<file path="config.mk">
export PLATFORM = sky130hd
export DESIGN_NAME = jtopl_sh_ram_flat
export DESIGN_NICKNAME = d
export VERILOG_FILES = /design/src/rtl/jtopl_sh_ram_if.sv /design/src/rtl/jtopl_sh_ram.sv /design/src/flat_wrapper.sv
export SDC_FILE = /design/constraint.sdc
export NUM_CORES = 1
export LEC_CHECK = 0
export BUFFER_PORTS_ARGS = -buffer_cell sky130_fd_sc_hd__buf_2
export CORE_UTILIZATION = 25
export DETAILED_ROUTE_END_ITERATION = 12
export PLACE_DENSITY = 0.45
export SLEW_MARGIN = 20
export SYNTH_ARGS = -nofsm -noshare
export SYNTH_HDL_FRONTEND = slang
export SYNTH_SLANG_ARGS = --single-unit
</file>
<file path="constraint.sdc">
create_clock -name clk -period 3.1 [get_ports clk]
set_input_delay 0.465 -clock clk [delete_from_list [all_inputs] [get_ports clk]]
set_output_delay 0.465 -clock clk [all_outputs]
set_load 0.02 [all_outputs]
</file>
<file path="src/rtl/jtopl_sh_ram_if.sv">
// Pipeline-side signal bundle for the RAM-based operator delay line.
// The master drives the tick/data inputs; the slave (delay line) returns drop/ready.
interface jtopl_sh_ram_if #(
  parameter int WIDTH = 5
) ();
  logic             cen;
  logic [WIDTH-1:0] din;
  logic             hold;
  logic [WIDTH-1:0] drop;
  logic             ready;

  modport master (output cen, output din, output hold, input drop, input ready);
  modport slave  (input cen, input din, input hold, output drop, output ready);
endinterface

</file>
<file path="src/rtl/jtopl_sh_ram.sv">
// Circular-buffer delay line: a WIDTH-bit word is delayed by STAGES cen ticks using
// DEPTH = STAGES-1 RAM words plus one output register, with a reset-time clear sweep.
module jtopl_sh_ram #(
  parameter int               WIDTH  = 5,
  parameter int               STAGES = 18,
  parameter logic [WIDTH-1:0] RSTVAL = '0
) (
  input  logic           clk,
  input  logic           rst,
  jtopl_sh_ram_if.slave  bus
);

  localparam int DEPTH = STAGES - 1;
  localparam int AW    = (DEPTH > 1) ? $clog2(DEPTH) : 1;

  localparam logic [AW-1:0] LAST = AW'(DEPTH - 1);
  localparam logic [AW-1:0] ONE  = AW'(1);

  localparam logic [0:0] ST_CLEAR = 1'b0;
  localparam logic [0:0] ST_RUN   = 1'b1;

  logic [0:0]       state_q, state_d;
  logic [AW-1:0]    ptr_q, ptr_d;
  logic [AW-1:0]    clr_cnt_q, clr_cnt_d;
  logic [WIDTH-1:0] drop_q, drop_d;
  logic             ready_q, ready_d;

  logic [WIDTH-1:0] mem [DEPTH];
  logic             we;
  logic [AW-1:0]    waddr;
  logic [WIDTH-1:0] wdata;
  logic [WIDTH-1:0] rd_data;

  // Asynchronous read registered into drop_q: the write below lands after the read,
  // so a same-address read-during-write always sees the old word.
  assign rd_data = mem[ptr_q];

  // NOTE: every signal gets a default before the case so no path leaves one unassigned (no latches).
  always_comb begin
    state_d   = state_q;
    ptr_d     = ptr_q;
    clr_cnt_d = clr_cnt_q;
    drop_d    = drop_q;
    we        = 1'b0;
    waddr     = clr_cnt_q;
    wdata     = RSTVAL;

    case (state_q)
      ST_CLEAR: begin
        we        = 1'b1;
        drop_d    = RSTVAL;
        clr_cnt_d = clr_cnt_q + ONE;
        if (clr_cnt_q == LAST) begin
          state_d   = ST_RUN;
          clr_cnt_d = '0;
        end
      end
      default: begin
        if (bus.cen) begin
          drop_d = rd_data;
          we     = 1'b1;
          waddr  = ptr_q;
          wdata  = bus.hold ? rd_data : bus.din;
          ptr_d  = (ptr_q == LAST) ? '0 : ptr_q + ONE;
        end
      end
    endcase

    // Reset overrides everything, including a coincident cen tick.
    if (rst) we = 1'b0;
  end

  assign ready_d = (state_d == ST_RUN);

  // NOTE: sequential state uses non-blocking assignments so all registers update together.
  always_ff @(posedge clk) begin
    if (rst) begin
      state_q   <= ST_CLEAR;
      ptr_q     <= '0;
      clr_cnt_q <= '0;
      drop_q    <= RSTVAL;
      ready_q   <= 1'b0;
    end else begin
      state_q   <= state_d;
      ptr_q     <= ptr_d;
      clr_cnt_q <= clr_cnt_d;
      drop_q    <= drop_d;
      ready_q   <= ready_d;
    end
  end

  // NOTE: the RAM has no reset branch so it can map to RAM primitives; the CLEAR sweep initialises it.
  always_ff @(posedge clk) begin
    if (we) mem[waddr] <= wdata;
  end

  assign bus.drop  = drop_q;
  assign bus.ready = ready_q;

endmodule

</file>
<file path="src/flat_wrapper.sv">
// flat-port wrapper written by rule: the top's interface ports become plain ports
module jtopl_sh_ram_flat 
#(
  parameter int               WIDTH  = 5,
  parameter int               STAGES = 18,
  parameter logic [WIDTH-1:0] RSTVAL = '0
)
  (clk, rst, bus_cen, bus_din, bus_hold, bus_drop, bus_ready);
  jtopl_sh_ram_if #(.WIDTH(WIDTH)) bus_i ();
  input  logic clk;
  input  logic rst;
  input wire logic [$bits(bus_i.cen)-1:0] bus_cen;
  input wire logic [$bits(bus_i.din)-1:0] bus_din;
  input wire logic [$bits(bus_i.hold)-1:0] bus_hold;
  output wire logic [$bits(bus_i.drop)-1:0] bus_drop;
  output wire logic [$bits(bus_i.ready)-1:0] bus_ready;
  assign bus_i.cen = bus_cen;
  assign bus_i.din = bus_din;
  assign bus_i.hold = bus_hold;
  assign bus_drop = bus_i.drop;
  assign bus_ready = bus_i.ready;
  jtopl_sh_ram #(.WIDTH(WIDTH), .STAGES(STAGES), .RSTVAL(RSTVAL)) u_core (.clk(clk), .rst(rst), .bus(bus_i));
endmodule
</file>
==> metrics.md <==
| Metric | Value |
|---|---|
| Core occupancy in the finished layout | `0.296` |
| Crit path capture type | `register` |
| Portion of synthesized cell area occupied by the leading cell type | `0.579` |
| Biggest area consumer among synthesized cells | `edfxtp_1` |
| Post-route standard cell area excluding fillers | `5090 µm²` |
| Synthesized instance count | `313` |
| Post-route clock period utilization | `0.894` |
| Clock latency of the later-clocked register in the worst-skew pair | `0.35 ns` |
| Kind of critical path | `register to register` |
| # H-tree levels | `3` |
| Cell depth of the worst hold path | `2` |
| Width of the die | `135 µm` |
| Port-buffer cells | `14` |
| Power per Cell Area | `517 nW/µm²` |
| RSZ-0062 raised after global routing | `false` |
| Power share of the combinational group | `0.027` |
| Total number of vias | `2620` |
| Slew @ Worst Pin | `1.12 ns` |
| Placed wire-length estimate after detailed placement | `7230 µm` |
| Global-route wire length before repair | `15800 µm` |
| Final Hold Violating Endpoints | `0` |
| Max-capacitance violation count | `0` |
| Total standard cell area after synthesis | `4410 µm²` |
| Net total in the final layout | `354` |
| Post-synthesis area per instance | `14.1 µm²` |
| Die Ht | `135 µm` |
| Setup Skew | `0.00854 ns` |
| Overall Global Routing Usage | `0.120` |
| Total wire length | `10300 µm` |
| Internal power | `2.11 mW` |
| Placer congestion estimate | `0.826` |
| Post-placement cell area | `4830 µm²` |
| Number of buffers on the longest clock path | `2` |
| Proportion of power drawn by flip-flops and latches | `0.585` |
| Number of rows created at floorplan | `48` |
| Yosys cell types | `39` |
| Share of flip-flops with an asynchronous set or reset after synthesis | `0` |
| Hold Worst Slack | `0.457 ns` |
| Data arrival time of the critical path | `2.76 ns` |
| Average wire length per cell after detail routing | `18.1 µm` |
| Via count of the first global-routing pass | `2693` |
| Area growth from synthesis to layout | `15.5%` |
| Critical path peak fanout | `28` |
| YS warnings | `0` |
| Number of antenna repair diodes | `0` |
| Slowest library cell on the worst path | `o31ai_2` |
| Class of the tightest hold or removal check | `primary input to register` |
| Master cell of the clock root buffer | `clkbuf_16` |
| Top-level I/O count | `15` |
| Cells along the critical path | `buf_12 > mux2i_1 > a221oi_2 > o22ai_1 > o31ai_2` |
| Antenna violations before repair | `0` |
| P_leak | `1.69 nW` |
| TritonCTS clock tree | `built` |
| Portion of the post-synthesis area used by sequential elements | `0.674` |
| EDFF count, synth | `85` |
| Total of flip-flops plus latches after synthesis | `106` |
| Top post-synthesis cells by area | `edfxtp_1 58%, dfxtp_1 9.5%, mux2i_1 9.3%, nor2_1 2.5%, a22oi_1 2.4%` |
| Stages on the worst setup path | `5` |
| Cts bufs inserted | `9` |
| Slew Limit Fails | `0` |
| Crit-path leading delay family | `compound AO/OA/AOI/OAI gates` |
| TNS Setup | `0 ns` |
| Relative slew margins | `0.251` |
| Achievable Freq | `0.361 GHz` |
| CP Buf/Inv Count | `1` |
| Startpoint type of the worst setup path | `register` |
| Vias per std cell | `4.59` |
| Detailed-route DRC error count | `0` |
| Largest vdd supply drop | `0.000192 V` |
| Number of buffers inserted for hold repair after clock tree synthesis | `0` |
| Worst EP required | `3.09 ns` |
| Violation count after the first detailed-route iteration | `127` |
| Number of gates resized after cts | `0` |
| Synth Flop Type | `edfxtp_1` |
| Share of post-route cells with drive strength above 1 | `0.153` |
| Register clock-pin slew on the reported worst setup and hold paths | `0.06 ns` |
| Outcome | `complete, no violations` |
| Fin crit period | `2.77 ns` |
| Initial Util | `0.256` |
| Maximum number of pins on one net before global-route repair | `29` |
| Reg2Reg Depth | `5` |
| Final setup violation count | `0` |
| Largest stage delay on the critical path | `0.94 ns` |
| Area of the die | `18200 µm²` |
| Syn nets | `326` |
| Clk network pwr share | `0.388` |
| Core Footprint | `17200 µm²` |
| Clock tree sinks | `106` |
| Post-detailed-route count of antenna-violating nets | `0` |
| Post-layout total power | `2.63 mW` |
| DRT Pass-1 Iters | `4` |
| Net load switching power | `0.528 mW` |
| Total gr overflow | `0` |
| Net switching share of the total power | `0.201` |
| Buffer count from post-CTS setup fixing | `0` |
[worst paths after layout]
check,startpoint,endpoint,slack (ns)
worst max register to register,register,u_core.mem[3][2]$_DFFE_PP_,0.33
worst min-delay path,rst,u_core.state_q$_SDFF_PP0_,0.46
worst max-delay path,register,u_core.mem[3][2]$_DFFE_PP_,0.33
worst min register to register,u_core.bus.drop[0]$_SDFFE_PP0P_,u_core.bus.drop[0]$_SDFFE_PP0P_,0.51
[cell families (layout without fill, tap and decap cells)]
group	after synthesis	in the layout	synth area share
flip-flops	106	106	0.674
AND/OR/NAND/NOR	78	78	0.0848
AO/OA/AOI/OAI	60	60	0.101
multiplexers	41	41	0.0930
buffers and inverters	20	53	0.0275
adder cells (fa/ha/maj)	4	4	0.0113
XOR/XNOR	4	4	0.00794
[power groups by stage]
| stage | logic, mW | clock network (mW) | registers, mW |
|---|---|---|---|
| 4_1_cts | 0.0723 | 1.04 | 1.54 |
| 3_3_place_gp | 0.0720 | 0 | 1.57 |
| 6_report | 0.0722 | 1.02 | 1.54 |
| 2_1_floorplan | 0.0453 | 0 | 1.57 |
| 5_1_grt | 0.0801 | 1.09 | 1.54 |
| 3_5_place_dp | 0.0723 | 0 | 1.57 |
[per-layer routing]
metal,track usage,wire (µm)
met4,0.0524,194
met5,0,0
met1,0.149,4760
met2,0.205,5110
met3,0.0184,260
[sequential cells by signal (all words and copies together), names as in the netlist, named ones only]
register	count
u_core.bus.drop	5
u_core.clr_cnt_q	5
u_core.mem	85
u_core.ptr_q	5
u_core.state_q	1
[area by class of cell]
type                    instances  area [µm²]
clock inverters                 2        15.0
multi-input cells             187        1350
inverters                       7        26.3
fillers                      1744       12100
repair buffers                 30         203
clock buffers                  14         244
flip-flops and latches        106        2970
well taps                     225         282
[metrics by stage]
step                      worst slack (ns)  std cells
after CTS                            0.236        571
after global placement               0.332        555
after detailed placement             0.214        555
after global routing                 0.174        571
after floorplan                      0.701        313
final                                0.328        571
[cells in the final DEF (no fill, tap or decap), drive strengths merged, types with 2 or more instances in the layout]
cell      netlist  final
a21boi          2      2
a21oi          12     12
a221oi          4      4
a22o            4      4
a22oi          14     14
and2            2      2
buf             8     30
clkbuf          5     14
clkinvlp        0      2
dfxtp          21     21
edfxtp         85     85
ha              4      4
inv             7      7
mux2i          41     41
nand2          18     18
nand2b          9      9
nand3b          7      7
nand4           2      2
nor2           29     29
nor2b           4      4
nor3            3      3
o21ai           5      5
o22ai           4      4
o31ai           6      6
o32ai           5      5
xnor2           2      2
xor2            2      2
[cells in the mapped netlist (2+ instances only)]
library cell   n
nand3b_1       7
mux2i_1       41
o31ai_1        6
a21oi_1       12
dfxtp_1       21
nor2b_1        4
nor3_1         3
o21ai_1        4
inv_1          6
edfxtp_1      85
buf_6          3
clkbuf_1       5
and2_1         2
a22oi_1       14
a221oi_2       4
ha_1           4
nand2b_1       9
nor2_1        29
a22o_1         4
a21boi_1       2
o22ai_1        4
buf_2          3
nand4_1        2
nand2_1       18
o32ai_1        5
xnor2_1        2
xor2_1         2
(Power assumes the default switching activity.)
